**config.mk**
```make
export PLATFORM = sky130hd
export DESIGN_NAME = dct_coeff_serializer_flat
export DESIGN_NICKNAME = d
export VERILOG_FILES = /design/src/rtl/dct_coeff_serializer_if.sv /design/src/rtl/dct_coeff_serializer.sv /design/src/flat_wrapper.sv
export SDC_FILE = /design/constraint.sdc
export NUM_CORES = 1
export LEC_CHECK = 0
export ABC_AREA = 0
export CORE_MARGIN = 2
export CORE_UTILIZATION = 45
export DETAILED_ROUTE_END_ITERATION = 6
export DONT_BUFFER_PORTS = 1
export HOLD_SLACK_MARGIN = 0.05
export PLACE_DENSITY = 0.64
export SETUP_SLACK_MARGIN = 0.02
export SLEW_MARGIN = 20
export SYNTH_ARGS = -nofsm -noshare
export SYNTH_HDL_FRONTEND = slang
export SYNTH_SLANG_ARGS = --single-unit
```
**constraint.sdc**
```tcl
create_clock -name clk -period 12.5 [get_ports clk]
set_input_delay 3.125 -clock clk [delete_from_list [all_inputs] [get_ports clk]]
set_output_delay 3.125 -clock clk [all_outputs]
set_load 0.01 [all_outputs]
```
**src/rtl/dct_coeff_serializer_if.sv**
```systemverilog
// dct_coeff_serializer_if
//   Bundles the two handshakes of the DCT coefficient serializer.
//   Block side: the DCT core hands over a complete N-coefficient block.
//   Beat side: one coefficient per beat goes to the downstream consumer.
// Signals
//   in_valid  core presents a full block on in_data
//   in_ready  serializer can take a block this cycle
//   in_data   N*W block, coefficient k in in_data[k*W +: W]
//   out_valid out_data/out_idx/out_last carry a valid beat
//   out_ready downstream takes the beat this cycle
//   out_data  current coefficient (W bits, two's complement)
//   out_idx   position of out_data within its block
//   out_last  final coefficient of a block
// Modports
//   master  the environment: drives the block and the beat acceptance
//   slave   the serializer itself
interface dct_coeff_serializer_if #(
    parameter int W = 16,
    parameter int N = 8
);
    logic                in_valid;
    logic                in_ready;
    logic [N*W-1:0]      in_data;
    logic                out_valid;
    logic                out_ready;
    logic signed [W-1:0] out_data;
    logic [2:0]          out_idx;
    logic                out_last;

    modport master (
        output in_valid, in_data, out_ready,
        input  in_ready, out_valid, out_data, out_idx, out_last
    );

    modport slave (
        input  in_valid, in_data, out_ready,
        output in_ready, out_valid, out_data, out_idx, out_last
    );
endinterface

```
**src/rtl/dct_coeff_serializer.sv**
```systemverilog
// dct_coeff_serializer
//   Output end of the 1D DCT datapath. Takes one 8-point coefficient block
//   in parallel and streams it out one coefficient per beat, index 0 first.
//   A two-slot ping-pong buffer lets the core deliver the next block while
//   the current one drains, so with out_ready held high the beats run back
//   to back across block boundaries.
// Ports
//   clk    rising-edge clock
//   reset  asynchronous, active-low; clears occupancy, pointers and index
//   bus    dct_coeff_serializer_if.slave (block in, coefficient beats out)
module dct_coeff_serializer #(
    parameter int W = 16,
    parameter int N = 8
) (
    input logic                  clk,
    input logic                  reset,
    dct_coeff_serializer_if.slave bus
);
    localparam logic [2:0] LAST_IDX = 3'(N - 1);

    logic [1:0]     cnt;
    logic           wr_ptr;
    logic           rd_ptr;
    logic [2:0]     idx;
    logic [N*W-1:0] slot_0;
    logic [N*W-1:0] slot_1;
    logic [N*W-1:0] rd_word;
    logic signed [W-1:0] cur_coeff;

    logic accept;
    logic beat;
    logic final_beat;

    // in_ready depends on registered occupancy only, so out_ready never
    // reaches it combinationally; a slot freed by a final beat becomes
    // writable on the following cycle.
    assign bus.in_ready  = (cnt != 2'd2);
    assign bus.out_valid = (cnt != 2'd0);

    assign accept     = bus.in_valid && bus.in_ready;
    assign beat       = bus.out_valid && bus.out_ready;
    assign final_beat = beat && (idx == LAST_IDX);

    // Control state: occupancy, ping-pong pointers and beat index.
    always_ff @(posedge clk or negedge reset) begin
        if (!reset) begin
            cnt    <= 2'd0;
            wr_ptr <= 1'b0;
            rd_ptr <= 1'b0;
            idx    <= 3'd0;
        end else begin
            if (accept) begin
                wr_ptr <= ~wr_ptr;
            end
            if (beat) begin
                if (idx == LAST_IDX) begin
                    idx    <= 3'd0;
                    rd_ptr <= ~rd_ptr;
                end else begin
                    idx <= idx + 3'd1;
                end
            end
            // Accept and final beat together leave the occupancy unchanged.
            case ({accept, final_beat})
                2'b10:   cnt <= cnt + 2'd1;
                2'b01:   cnt <= cnt - 2'd1;
                default: cnt <= cnt;
            endcase
        end
    end

    // Slot storage carries no reset: an empty slot is never read, because
    // out_valid masks the output until a block has been written.
    // With one block draining, wr_ptr already points at the other slot, so
    // the block being read out is never overwritten.
    always_ff @(posedge clk) begin
        if (accept) begin
            if (wr_ptr) begin
                slot_1 <= bus.in_data;
            end else begin
                slot_0 <= bus.in_data;
            end
        end
    end

    assign rd_word   = rd_ptr ? slot_1 : slot_0;
    assign cur_coeff = rd_word[int'(idx)*W +: W];

    assign bus.out_data = bus.out_valid ? cur_coeff : '0;
    assign bus.out_idx  = bus.out_valid ? idx : 3'd0;
    assign bus.out_last = bus.out_valid && (idx == LAST_IDX);
endmodule
```
**src/flat_wrapper.sv**
```systemverilog
// flat-port wrapper written by rule: the top's interface ports become plain ports
module dct_coeff_serializer_flat 
#(
    parameter int W = 16,
    parameter int N = 8
)
  (clk, reset, bus_in_valid, bus_in_data, bus_out_ready, bus_in_ready, bus_out_valid, bus_out_data, bus_out_idx, bus_out_last);
  dct_coeff_serializer_if #(.W(W), .N(N)) bus_i ();
  input logic clk;
  input logic reset;
  input wire logic [$bits(bus_i.in_valid)-1:0] bus_in_valid;
  input wire logic [$bits(bus_i.in_data)-1:0] bus_in_data;
  input wire logic [$bits(bus_i.out_ready)-1:0] bus_out_ready;
  output wire logic [$bits(bus_i.in_ready)-1:0] bus_in_ready;
  output wire logic [$bits(bus_i.out_valid)-1:0] bus_out_valid;
  output wire logic [$bits(bus_i.out_data)-1:0] bus_out_data;
  output wire logic [$bits(bus_i.out_idx)-1:0] bus_out_idx;
  output wire logic [$bits(bus_i.out_last)-1:0] bus_out_last;
  assign bus_i.in_valid = bus_in_valid;
  assign bus_i.in_data = bus_in_data;
  assign bus_i.out_ready = bus_out_ready;
  assign bus_in_ready = bus_i.in_ready;
  assign bus_out_valid = bus_i.out_valid;
  assign bus_out_data = bus_i.out_data;
  assign bus_out_idx = bus_i.out_idx;
  assign bus_out_last = bus_i.out_last;
  dct_coeff_serializer #(.W(W), .N(N)) u_core (.clk(clk), .reset(reset), .bus(bus_i));
endmodule
```
# == Yosys cells after proc, flatten, opt, wreduce, memory -nomap -nowiden ==
# Cells that the tools add are included.
# totals
regBits,263
latchBits,0
ram_bits,0
rom_bits,0
input_bits,132
output_inout_bits,22
word_cells,30
mem_count,0
# op_classes
addsub,3
mul,0
div_mod_pow,0
magnitude_cmp,0
n_eq_ne,4
shift,1
n_mux,5
n_bitwise,2
reduce_logical,9
# ops
operator,n
$mux 128,1
$shiftx 128x8->16,1
$mux 16,1
$mux 3,2
$reduce_and 2->1,3
$logic_and 1x1->1,4
$pmux 2 s2,1
$reduce_bool 2->1,2
$add 3x1->3 const B,1
$eq 3x3->1 const B,1
$add 2x1->2 const B,1
$eq 2x1->1 const B,1
$eq 2x2->1 const B,1
$ne 2x2->1 const B,1
$not 1->1,2
$sub 2x1->2 const B,1

# == Depth between registers and ports, before layout ==
# Gate-level depths: netlist of run 1.
# depth
word_depth,5
ltp_mapped,7
ltp_nobuf,7

# == Worst setup path after synthesis of run 1 ==
# OpenSTA, ideal clock, no wires.
# synth_timing
path_kind,in2reg
startpoint,in bus_in_valid
endpoint,"reg u_core.slot_0[0], enable pin"
setup_ns,0.617
arrival_time_ns,8.539
required_time_ns,11.883
setup_slack_ns,3.344
path_stages,2
n_path_buf,0
cell_sequence,nand2_1 nor2_1
# synth_via
elab_chain_cells,2
# synth_rtl
element,line_no,rtl
from (decl),flat_wrapper.sv:11,input wire logic [$bits(bus_i.in_valid)-1:0] bus_in_valid;
$logic_and 1x1->1,dct_coeff_serializer.sv:40,assign accept = bus.in_valid && bus.in_ready;
$reduce_and 2->1 (no source line),--,
to (signal assigned),dct_coeff_serializer.sv:81,slot_0 <= bus.in_data;
to (decl),dct_coeff_serializer.sv:25,logic [N*W-1:0] slot_0;
# Every way passes these cells.
# A chain may end at the register's enable or synchronous reset.

# == Final worst setup path of run 1 ==
# layout_timing
startpoint,reg u_core.rd_ptr
endpoint,out bus_out_data[1]
# layout_via
elab_chain_cells,3
# layout_rtl
element,line_no,rtl
from (decl),dct_coeff_serializer.sv:23,logic rd_ptr;
from (signal assigned),dct_coeff_serializer.sv:58,rd_ptr <= ~rd_ptr;
$mux 128,dct_coeff_serializer.sv:86,assign rd_word = rd_ptr ? slot_1 : slot_0;
$shiftx 128x8->16,dct_coeff_serializer.sv:87,assign cur_coeff = rd_word[int'(idx)*W +: W];
$mux 16,dct_coeff_serializer.sv:89,assign bus.out_data = bus.out_valid ? cur_coeff : '0;
to (decl),flat_wrapper.sv:16,output wire logic [$bits(bus_i.out_data)-1:0] bus_out_data;
# Every way passes these cells.

==> metrics.txt, run 1 <==
# TYPE chip_impl_metric gauge
chip_impl_metric{name="synthesis.area",unit="mm2"} 0.0102
chip_impl_metric{name="clock.fmax",unit="MHz"} 159
chip_impl_metric{name="grt_overflow",unit=""} 0
chip_impl_metric{name="hold_path_depth",unit=""} 1
chip_impl_metric{name="clock_tree_buffer_depth",unit=""} 3
chip_impl_metric{name="syn-instance-count",unit=""} 439
chip_impl_metric{name="final.period_utilization",unit="%"} 50.4
chip_impl_metric{name="design.die.area",unit="mm2"} 0.0240
chip_impl_metric{name="fraction_of_layout_instances_using_a_drive_strength_above_1",unit="%"} 21.1
chip_impl_info{name="outcome",value="finished, final reports clean"} 1
chip_impl_metric{name="synth.yosys.seq_area_share",unit="%"} 76.8
chip_impl_metric{name="power.ir.vdd_worst",unit="V"} 0.000117
chip_impl_metric{name="antenna-diode-count",unit=""} 0
chip_impl_metric{name="placementRows",unit=""} 55
chip_impl_metric{name="pre_cts_slack",unit="ps"} 6640
chip_impl_metric{name="postCtsSetupRepairBufs",unit=""} 0
chip_impl_metric{name="post_layout_nonfiller_instances",unit=""} 758
chip_impl_metric{name="number_of_nets_at_the_end_of_the_flow",unit=""} 586
chip_impl_info{name="cts_root_buf",value="clkbuf_16"} 1
chip_impl_metric{name="antenna_left",unit=""} 0
chip_impl_metric{name="timing.critical_path.arrival",unit="ps"} 3170
chip_impl_info{name="crit_path_end_kind",value="output port"} 1
chip_impl_metric{name="routed-via-count",unit=""} 4291
chip_impl_metric{name="ffs_latches_synth",unit=""} 263
chip_impl_metric{name="placedCellCount",unit=""} 706
chip_impl_metric{name="detailedRoute.firstIterationViolations",unit=""} 273
chip_impl_metric{name="synth_nets",unit=""} 574
chip_impl_metric{name="remaining_drc_errors",unit=""} 0
chip_impl_metric{name="setup_tns",unit="ps"} 0
chip_impl_info{name="grt_most_used_layer",value="met2"} 1
chip_impl_info{name="yosys_most_used_dff",value="edfxtp_1"} 1
chip_impl_metric{name="timing.final.max_slew_violations",unit=""} 0
chip_impl_info{name="mostFrequentLayoutCell",value="edfxtp_1"} 1
chip_impl_metric{name="fin_util",unit="%"} 50.7
chip_impl_metric{name="grt_antenna_before_repair",unit=""} 0
chip_impl_metric{name="max_slew.worst_pin.slew",unit="ps"} 1080
chip_impl_metric{name="post-route-min-period",unit="ps"} 6300
chip_impl_metric{name="met2_usage",unit="%"} 26.9
chip_impl_info{name="unrepaired_setup_endpoints_after_global_routing",value="no"} 1
chip_impl_metric{name="grt.total_usage",unit="%"} 15.7
chip_impl_metric{name="reg2reg_depth",unit=""} 5
chip_impl_metric{name="clkLatencyLatePin",unit="ps"} 520
chip_impl_metric{name="count_of_different_cell_masters_after_synthesis",unit=""} 32
chip_impl_metric{name="setup_slack",unit="ps"} 6200
chip_impl_metric{name="async_reset_ff_share",unit="%"} 2.66
chip_impl_metric{name="place.port_buffers",unit=""} 0
chip_impl_metric{name="dpl.hpwl",unit="um"} 11900
chip_impl_metric{name="clk_pin_slew_worst_paths",unit="ps"} 60
chip_impl_metric{name="number_of_synthesized_flops_with_an_enable_pin",unit=""} 256
chip_impl_metric{name="cp_max_fo",unit=""} 47
chip_impl_metric{name="numCtsBuffers",unit=""} 28
chip_impl_metric{name="routed_wl",unit="um"} 18800
chip_impl_metric{name="die_width",unit="um"} 155
chip_impl_metric{name="skew",unit="ps"} 8.82
chip_impl_metric{name="power.density",unit="mW/mm2"} 254
chip_impl_metric{name="yosysWarnings",unit=""} 0
chip_impl_metric{name="relative_max_transition_margin",unit="%"} 27.9
chip_impl_info{name="cts_tree",value="done"} 1
chip_impl_metric{name="number_of_global_route_vias_before_repair",unit=""} 4816
chip_impl_metric{name="hold_viol_final",unit=""} 0
chip_impl_metric{name="post_cts_resize_count",unit=""} 0
chip_impl_metric{name="grt_pass1_wl",unit="um"} 28100
chip_impl_metric{name="area_delta_synth_final",unit="%"} 11.5
chip_impl_metric{name="detail_route.wl_per_cell",unit="um"} 24.8
chip_impl_metric{name="p_leak",unit="nW"} 3.76
chip_impl_metric{name="worst-endpoint-required",unit="ps"} 9380
chip_impl_metric{name="maxCapViolations",unit=""} 0
chip_impl_metric{name="initial_core_util",unit="%"} 45.5
chip_impl_info{name="worst_setup_path_start_kind",value="flip-flop"} 1
chip_impl_metric{name="cts_hold_buf",unit=""} 0
chip_impl_info{name="worstSetupPathType",value="reg2out"} 1
chip_impl_metric{name="drt_first_pass_iters",unit=""} 4
chip_impl_metric{name="setup_viol",unit=""} 0
chip_impl_metric{name="avgSynthCellArea",unit="um2"} 23.3
chip_impl_metric{name="place.gp.congestion",unit=""} 0.723
chip_impl_metric{name="clock_sink_count",unit=""} 263
chip_impl_metric{name="gr-usage-met1",unit="%"} 17.9
chip_impl_metric{name="final_total_power",unit="mW"} 2.89
chip_impl_metric{name="design.portCount",unit=""} 154
chip_impl_info{name="layout_common_cells",value="256 x edfxtp_1, 39 x mux4_2, 30 x mux2i_1"} 1
chip_impl_metric{name="grt_start_max_net_pins",unit=""} 81
chip_impl_metric{name="placeableCoreArea",unit="mm2"} 0.0225
chip_impl_metric{name="use_met3",unit="%"} 7.79
chip_impl_info{name="hp-class",value="reg2reg"} 1
chip_impl_metric{name="chipHeight",unit="um"} 155
chip_impl_metric{name="vias_per_cell",unit=""} 5.66
chip_impl_metric{name="cts_max_level",unit=""} 1
## sequential cells by signal (all words and copies together) (netlist names)
signal         count
u_core.slot_0    128
u_core.slot_1    128
u_core.idx         3
u_core.cnt         2
u_core.rd_ptr      1
u_core.wr_ptr      1
## metrics by stage
| stage | hold WS (ps) | cell area [um2] |
|---|---|---|
| global route | 529 | 11400 |
| finish | 496 | 11400 |
| CTS | 499 | 11400 |
| floorplan | 457 | 10200 |
| detailed placement | 487 | 10500 |
| global placement | 474 | 10500 |
## metal layers
layer / wire length [um] / vias to the layer above / share of wire, %
li1: - / 1907 / -
met1: 6760 / 2216 / 36
met2: 9390 / 145 / 50
met3: 2410 / 23 / 13
met4: 238 / 0 / 1.3
met5: 0 / - / 0
## cell usage after synthesis (3+ instances only)
| cell type | count | area share (%) |
|---|---|---|
| buf_4 | 3 | 0.22 |
| buf_6 | 4 | 0.44 |
| mux2i_1 | 30 | 2.9 |
| ha_1 | 3 | 0.37 |
| nand2b_1 | 4 | 0.24 |
| dfrtp_1 | 7 | 1.7 |
| mux2_4 | 4 | 0.59 |
| edfxtp_1 | 256 | 75 |
| mux4_1 | 21 | 5.4 |
| o22ai_1 | 17 | 1.0 |
| xnor2_1 | 3 | 0.26 |
| nor2_1 | 3 | 0.11 |
| nand2_1 | 3 | 0.11 |
| inv_1 | 3 | 0.11 |
| buf_2 | 13 | 0.64 |
| mux4_2 | 39 | 8.6 |
| and2_1 | 3 | 0.18 |
## worst max-delay path, stage by stage, from the launching register on
cell     delay [ps]
dfrtp_4         710
buf_4           770
mux4_1          660
mux2i_1         220
o22ai_1         210
## where the power goes
part,leakage (nW),total (mW),internal [mW],switching (mW)
Combinational,0.848,0.761,0.331,0.430
Clock,0.459,0.828,0.507,0.322
Sequential,2.46,1.31,1.21,0.0948
## cells by family after synthesis
family	synth area share, %
buffers and inverters	1.93
AND/OR/NAND/NOR	1.00
XOR/XNOR	0.428
multiplexers	17.7
flip-flops	76.8
AO/OA/AOI/OAI	1.71
adder cells (fa/ha/maj)	0.367
## worst paths after layout
path	from	endpoint	slack, ps
worst max-delay path	u_core.rd_ptr	bus_out_data[1]	6200
worst max register to register	u_core.cnt[0]	u_core.slot_0[56]	9650
max in group asynchronous	reset	u_core.rd_ptr	10120
min in group asynchronous	reset	u_core.idx[0]	2300
worst min register to register	u_core.cnt[1]	u_core.cnt[1]	500
worst min-delay path	u_core.cnt[1]	u_core.cnt[1]	500
## layout make-up
cell class                 count  area, um2
fill                        1750      11100
inverter                       3       11.3
tap                          285        357
timing repair buffer           6       45.0
clock buffer                  33        741
sequential                   263       7870
clock inverter                19        205
multi-input combinational    149       2180
Note: power is estimated with default switching activity, not from simulation.
==> run 2, diff against run 1 <==
Settings changed: PLACE_DENSITY 0.64 to 0.66.
Clock period 12.5 ns to 5.4 ns, I/O delays scaled along.
==> run 2 against run 1 <==
Effect of this change:
- sequential cell count stayed put
- wire length is 1.4% higher
- sequential power is 140% higher
- combinational power is 120% higher
- hold slack better by 14 ps
- sequential share of layout area is 0.62 points higher
- non-clock buffer count is 3 higher
- cell count is 0.53% lower
- global-route usage is 0.11 points higher
- critical endpoint is now bus_out_data[4]
==> metrics.txt, run 2 (same netlist as run 1, synthesis figures left out) <==
# TYPE chip_impl_metric gauge
chip_impl_metric{name="design.portCount",unit=""} 154
chip_impl_metric{name="reg2reg_depth",unit=""} 6
chip_impl_metric{name="worst-endpoint-required",unit="ps"} 4050
chip_impl_metric{name="hold_viol_final",unit=""} 0
chip_impl_metric{name="p_leak",unit="nW"} 3.72
chip_impl_metric{name="post-route-min-period",unit="ps"} 4270
chip_impl_metric{name="vias_per_cell",unit=""} 5.75
chip_impl_metric{name="fraction_of_layout_instances_using_a_drive_strength_above_1",unit="%"} 20.0
chip_impl_metric{name="seqPwrFrac",unit="%"} 48.0
chip_impl_metric{name="cts_max_level",unit=""} 1
chip_impl_metric{name="final.period_utilization",unit="%"} 79.1
chip_impl_metric{name="clkLatencyLatePin",unit="ps"} 520
chip_impl_metric{name="skew",unit="ps"} 9.11
chip_impl_metric{name="antenna-diode-count",unit=""} 0
chip_impl_metric{name="die_width",unit="um"} 155
chip_impl_metric{name="clock.fmax",unit="MHz"} 234
chip_impl_metric{name="clock_sink_count",unit=""} 263
chip_impl_metric{name="clk_pin_slew_worst_paths",unit="ps"} 60
chip_impl_metric{name="post_layout_nonfiller_instances",unit=""} 754
chip_impl_metric{name="clock_tree_buffer_depth",unit=""} 3
chip_impl_metric{name="chipHeight",unit="um"} 155
chip_impl_metric{name="detailedRoute.firstIterationViolations",unit=""} 231
chip_impl_info{name="layout_common_cells",value="256 x edfxtp_1, 39 x mux4_2, 30 x mux2i_1"} 1
chip_impl_metric{name="routed_wl",unit="um"} 19000
chip_impl_metric{name="power.switching",unit="mW"} 1.94
chip_impl_metric{name="grt_overflow",unit=""} 0
chip_impl_metric{name="placedCellCount",unit=""} 709
chip_impl_metric{name="antenna_left",unit=""} 0
chip_impl_metric{name="cts_hold_buf",unit=""} 0
chip_impl_metric{name="n_fill_cell",unit=""} 1752
chip_impl_metric{name="post_cts_resize_count",unit=""} 0
chip_impl_metric{name="design.die.area",unit="mm2"} 0.0240
chip_impl_info{name="crit_path_end_kind",value="output port"} 1
chip_impl_metric{name="timing.final.max_slew_violations",unit=""} 0
chip_impl_metric{name="final_total_power",unit="mW"} 6.52
chip_impl_metric{name="power.ir.vdd_worst",unit="V"} 0.000375
chip_impl_metric{name="grt_start_max_net_pins",unit=""} 69
chip_impl_metric{name="remaining_drc_errors",unit=""} 0
chip_impl_metric{name="clkPwrFrac",unit="%"} 26.3
chip_impl_metric{name="routed-via-count",unit=""} 4339
chip_impl_info{name="mostFrequentLayoutCell",value="edfxtp_1"} 1
chip_impl_metric{name="placeableCoreArea",unit="mm2"} 0.0225
chip_impl_metric{name="power.density",unit="mW/mm2"} 577
chip_impl_info{name="largestRegisters",value="u_core.slot_0 x128, u_core.slot_1 x128, u_core.idx x3"} 1
chip_impl_metric{name="relative_max_transition_margin",unit="%"} 30.8
chip_impl_metric{name="initial_core_util",unit="%"} 45.5
chip_impl_info{name="worst_setup_path_start_kind",value="flip-flop"} 1
chip_impl_metric{name="number_of_global_route_vias_before_repair",unit=""} 4688
chip_impl_metric{name="hold_path_depth",unit=""} 1
chip_impl_metric{name="p_int",unit="mW"} 4.59
chip_impl_metric{name="grt_antenna_before_repair",unit=""} 0
chip_impl_metric{name="place.port_buffers",unit=""} 0
chip_impl_info{name="outcome",value="finished, final reports clean"} 1
chip_impl_metric{name="dpl.hpwl",unit="um"} 12000
chip_impl_metric{name="max_slew.worst_pin.slew",unit="ps"} 1040
chip_impl_metric{name="area_delta_synth_final",unit="%"} 10.5
chip_impl_metric{name="postCtsSetupRepairBufs",unit=""} 0
chip_impl_info{name="unrepaired_setup_endpoints_after_global_routing",value="no"} 1
chip_impl_metric{name="maxCapViolations",unit=""} 0
chip_impl_metric{name="place.gp.congestion",unit=""} 0.785
chip_impl_info{name="cts_tree",value="done"} 1
chip_impl_metric{name="setup_viol",unit=""} 0
chip_impl_info{name="cts_root_buf",value="clkbuf_16"} 1
chip_impl_metric{name="timing.critical_path.arrival",unit="ps"} 2920
chip_impl_metric{name="placementRows",unit=""} 55
chip_impl_metric{name="fin_hold_ws",unit="ps"} 510
chip_impl_metric{name="power_frac_comb",unit="%"} 25.7
chip_impl_info{name="worstSetupPathType",value="reg2out"} 1
chip_impl_metric{name="grt.total_usage",unit="%"} 15.8
chip_impl_metric{name="grt_pass1_wl",unit="um"} 28200
chip_impl_metric{name="number_of_nets_at_the_end_of_the_flow",unit=""} 588
chip_impl_metric{name="numCtsBuffers",unit=""} 27
chip_impl_metric{name="cp_max_fo",unit=""} 49
chip_impl_metric{name="detail_route.wl_per_cell",unit="um"} 25.3
chip_impl_info{name="hp-class",value="reg2reg"} 1
chip_impl_metric{name="drt_first_pass_iters",unit=""} 5
chip_impl_metric{name="setup_tns",unit="ps"} 0
chip_impl_metric{name="switching_share",unit="%"} 29.7
[run 2: changes by cell type in the layout (fill, tap and decap cells not counted), sizes merged]
cell and change:
clkinv +2, clkbuf -4, clkinvlp -2, bufinv -2, inv -1, buf +3
[run 2: per-stage QoR]
stage	area [um2]	setup slack [ps]	util (%)
after floorplan	10200	179	-
after global placement	10500	1630	46.7
after detailed placement	10500	1580	46.7
after CTS	11300	1010	50.3
after global routing	11300	870	50.3
final	11300	1130	50.3
[run 2: metal layers]
| layer | share of wire [%] | global-route usage, % |
|---|---|---|
| met1 | 36 | 17.9 |
| met2 | 52 | 27.5 |
| met3 | 11 | 6.95 |
| met4 | 1.7 | 4.32 |
| met5 | 0 | 0 |
[run 2: layout make-up]
| class | count | area, um2 | area share [%] |
|---|---|---|---|
| Timing Repair Buffer | 9 | 80.1 | 0.708 |
| Tap cell | 285 | 357 | 3.15 |
| Inverter | 3 | 11.3 | 0.0996 |
| Clock inverter | 16 | 126 | 1.12 |
| Multi-Input combinational cell | 149 | 2180 | 19.3 |
| Sequential cell | 263 | 7870 | 69.6 |
| Clock buffer | 29 | 683 | 6.04 |
[run 2: worst max-delay path, stage by stage (launching register included)]
cell and delay, ps:
dfrtp_4 1080, buf_4 380, mux4_1 580, mux2i_1 180
o22ai_1 170
[run 2: power groups by stage]
| stage | logic, mW | clock network, mW | registers (mW) |
|---|---|---|---|
| final | 1.68 | 1.71 | 3.13 |
| after global routing | 1.83 | 1.82 | 3.20 |
| after CTS | 1.73 | 1.75 | 3.16 |
| after detailed placement | 1.73 | 0 | 3.19 |
| after global placement | 1.69 | 0 | 3.16 |
| after floorplan | 1.54 | 0 | 2.96 |
[run 2: worst paths after layout]
check,start,endpoint,slack [ps]
max,u_core.rd_ptr,bus_out_data[4],1130
min,u_core.cnt[1],u_core.cnt[1],510
max reg2reg,u_core.idx[1],u_core.cnt[1],3030
min reg2reg,u_core.cnt[1],u_core.cnt[1],510
max in group asynchronous,reset,u_core.idx[0],4790
min in group asynchronous,reset,u_core.rd_ptr,520
==> run 3, diff against run 2 <==
Settings changed: PLACE_DENSITY 0.66 to 0.64.
Clock period 5.4 ns to 4.3 ns, I/O delays scaled along.
==> run 3 against run 2 <==
Effect of this change:
- hold slack worse by 260 ps
- combinational power is 36% higher
- count of clock-buffer cells in the layout is 13 higher
- register-to-register slack worse by 1100 ps
- highest routed layer unchanged
- final area is 0.35% higher
- non-clock buffer count stayed put
- cell count is 0.53% higher
- global-route usage hardly changed
==> metrics.txt, run 3 (same netlist as run 1, synthesis figures left out) <==
# TYPE chip_impl_metric gauge
chip_impl_info{name="outcome",value="finished, final reports clean"} 1
chip_impl_metric{name="grt_start_max_net_pins",unit=""} 68
chip_impl_metric{name="numCtsBuffers",unit=""} 27
chip_impl_metric{name="number_of_global_route_vias_before_repair",unit=""} 4764
chip_impl_metric{name="detail_route.wl_per_cell",unit="um"} 25.2
chip_impl_metric{name="detailedRoute.firstIterationViolations",unit=""} 306
chip_impl_metric{name="relative_max_transition_margin",unit="%"} 39.5
chip_impl_metric{name="clock_sink_count",unit=""} 263
chip_impl_metric{name="post-route-min-period",unit="ps"} 3720
chip_impl_metric{name="routed_wl",unit="um"} 19100
chip_impl_metric{name="clock_tree_buffer_depth",unit=""} 3
chip_impl_metric{name="hold_viol_final",unit=""} 0
chip_impl_metric{name="p_leak",unit="nW"} 3.73
chip_impl_metric{name="design.die.area",unit="mm2"} 0.0240
chip_impl_metric{name="final_total_power",unit="mW"} 8.23
chip_impl_metric{name="max_slew.worst_pin.slew",unit="ps"} 908
chip_impl_info{name="cts_root_buf",value="clkbuf_16"} 1
chip_impl_info{name="mostFrequentLayoutCell",value="edfxtp_1"} 1
chip_impl_metric{name="n_fill_cell",unit=""} 1783
chip_impl_metric{name="timing.final.max_slew_violations",unit=""} 0
chip_impl_metric{name="initial_core_util",unit="%"} 45.5
chip_impl_info{name="r2r-end",value="u_core.cnt[1]"} 1
chip_impl_metric{name="antenna-diode-count",unit=""} 0
chip_impl_info{name="layout_common_cells",value="256 x edfxtp_1, 39 x mux4_2, 30 x mux2i_1"} 1
chip_impl_metric{name="timing.critical_path.arrival",unit="ps"} 2640
chip_impl_metric{name="grt_overflow",unit=""} 0
chip_impl_metric{name="reg2reg_depth",unit=""} 7
chip_impl_metric{name="placeableCoreArea",unit="mm2"} 0.0225
chip_impl_info{name="crit_path_end_kind",value="output port"} 1
chip_impl_info{name="worstSetupPathType",value="reg2out"} 1
chip_impl_info{name="worst_setup_path_endpoint",value="bus_out_data[11]"} 1
chip_impl_metric{name="postCtsSetupRepairBufs",unit=""} 0
chip_impl_info{name="startpoint",value="u_core.rd_ptr"} 1
chip_impl_metric{name="place.gp.congestion",unit=""} 0.782
chip_impl_metric{name="post_cts_resize_count",unit=""} 0
chip_impl_metric{name="cts_max_level",unit=""} 1
chip_impl_metric{name="maxCapViolations",unit=""} 0
chip_impl_metric{name="worst-endpoint-required",unit="ps"} 3220
chip_impl_metric{name="cp_max_fo",unit=""} 42
chip_impl_info{name="largestRegisters",value="u_core.slot_0 x128, u_core.slot_1 x128, u_core.idx x3"} 1
chip_impl_metric{name="drt_first_pass_iters",unit=""} 4
chip_impl_metric{name="number_of_nets_at_the_end_of_the_flow",unit=""} 588
chip_impl_metric{name="remaining_drc_errors",unit=""} 0
chip_impl_metric{name="chipHeight",unit="um"} 155
chip_impl_metric{name="power.density",unit="mW/mm2"} 725
chip_impl_metric{name="r2r_slack",unit="ps"} 1960
chip_impl_metric{name="power.ir.vdd_worst",unit="V"} 0.000428
chip_impl_metric{name="vias_per_cell",unit=""} 5.62
chip_impl_metric{name="die_width",unit="um"} 155
chip_impl_info{name="unrepaired_setup_endpoints_after_global_routing",value="no"} 1
chip_impl_metric{name="clkLatencyLatePin",unit="ps"} 520
chip_impl_metric{name="final-seq-area",unit="mm2"} 0.00787
chip_impl_metric{name="finish.instance_area",unit="mm2"} 0.0114
chip_impl_metric{name="placement.cell_area",unit="mm2"} 0.0105
chip_impl_metric{name="grt_antenna_before_repair",unit=""} 0
chip_impl_info{name="hp-class",value="in2async"} 1
chip_impl_metric{name="clk_pin_slew_worst_paths",unit="ps"} 60
chip_impl_info{name="worst_setup_path_start_kind",value="flip-flop"} 1
chip_impl_metric{name="area_of_combinational_cells_with_multiple_inputs",unit="mm2"} 0.00218
chip_impl_info{name="timing.rr.start",value="u_core.idx[0]"} 1
chip_impl_metric{name="design.portCount",unit=""} 154
chip_impl_metric{name="placementRows",unit=""} 55
chip_impl_metric{name="final.period_utilization",unit="%"} 86.4
chip_impl_metric{name="fin_util",unit="%"} 50.4
chip_impl_metric{name="fraction_of_layout_instances_using_a_drive_strength_above_1",unit="%"} 19.9
chip_impl_metric{name="setup_viol",unit=""} 0
chip_impl_metric{name="dpl.hpwl",unit="um"} 12400
chip_impl_metric{name="antenna_left",unit=""} 0
chip_impl_metric{name="place.port_buffers",unit=""} 0
chip_impl_metric{name="clock.fmax",unit="MHz"} 269
chip_impl_metric{name="grt_pass1_wl",unit="um"} 28400
chip_impl_metric{name="cts_hold_buf",unit=""} 0
chip_impl_metric{name="routed-via-count",unit=""} 4262
chip_impl_info{name="cts_tree",value="done"} 1
chip_impl_metric{name="setup_tns",unit="ps"} 0
chip_impl_metric{name="grt.total_usage",unit="%"} 15.8
chip_impl_metric{name="area_delta_synth_final",unit="%"} 10.9
chip_impl_metric{name="skew",unit="ps"} 9.67
[run 3: report_power, final]
group / switching [mW] / total (mW) / leakage (nW) / internal [mW]
logic: 1.27 / 2.28 / 0.875 / 1.01
clock network: 0.886 / 2.16 / 0.395 / 1.27
registers: 0.286 / 3.80 / 2.46 / 3.51
[run 3: worst max-delay path: stages, from the launching register on]
cell and delay [ps]:
dfrtp_4 670, buf_12 350, mux4_1 590, mux2i_1 240
o22ai_1 220
[run 3: layout make-up]
type / instances / share of cell area, %
flip-flops and latches: 263 / 69.3
inverters: 3 / 0.0992
clock inverters: 7 / 0.551
clock buffers: 42 / 6.71
repair buffers: 9 / 0.926
well taps: 285 / 3.14
multi-input cells: 149 / 19.2
[run 3: worst min path at each step]
stage	from	endpoint	slack [ps]	cells after the start
global route	reset	u_core.wr_ptr	230	0
detailed placement	u_core.cnt[1]	u_core.cnt[1]	500	1
CTS	reset	u_core.rd_ptr	230	0
floorplan	u_core.cnt[1]	u_core.cnt[1]	460	1
global placement	u_core.cnt[1]	u_core.cnt[1]	480	1
finish	reset	u_core.rd_ptr	250	0
[run 3: through the flow]
stage,hold WS (ps),std cells,setup WS [ps]
finish,251,758,584
detailed placement,502,709,993
floorplan,457,439,780
CTS,228,758,439
global route,227,758,361
global placement,475,709,1000
[run 3: layer usage]
| layer | GRT usage, % | up-vias | routed length [um] |
|---|---|---|---|
| met5 | 0 | - | 0 |
| met4 | 3.48 | 0 | 328 |
| met3 | 7.40 | 26 | 2080 |
| met2 | 27.7 | 149 | 9850 |
| met1 | 17.8 | 2187 | 6880 |
| li1 | - | 1900 | - |
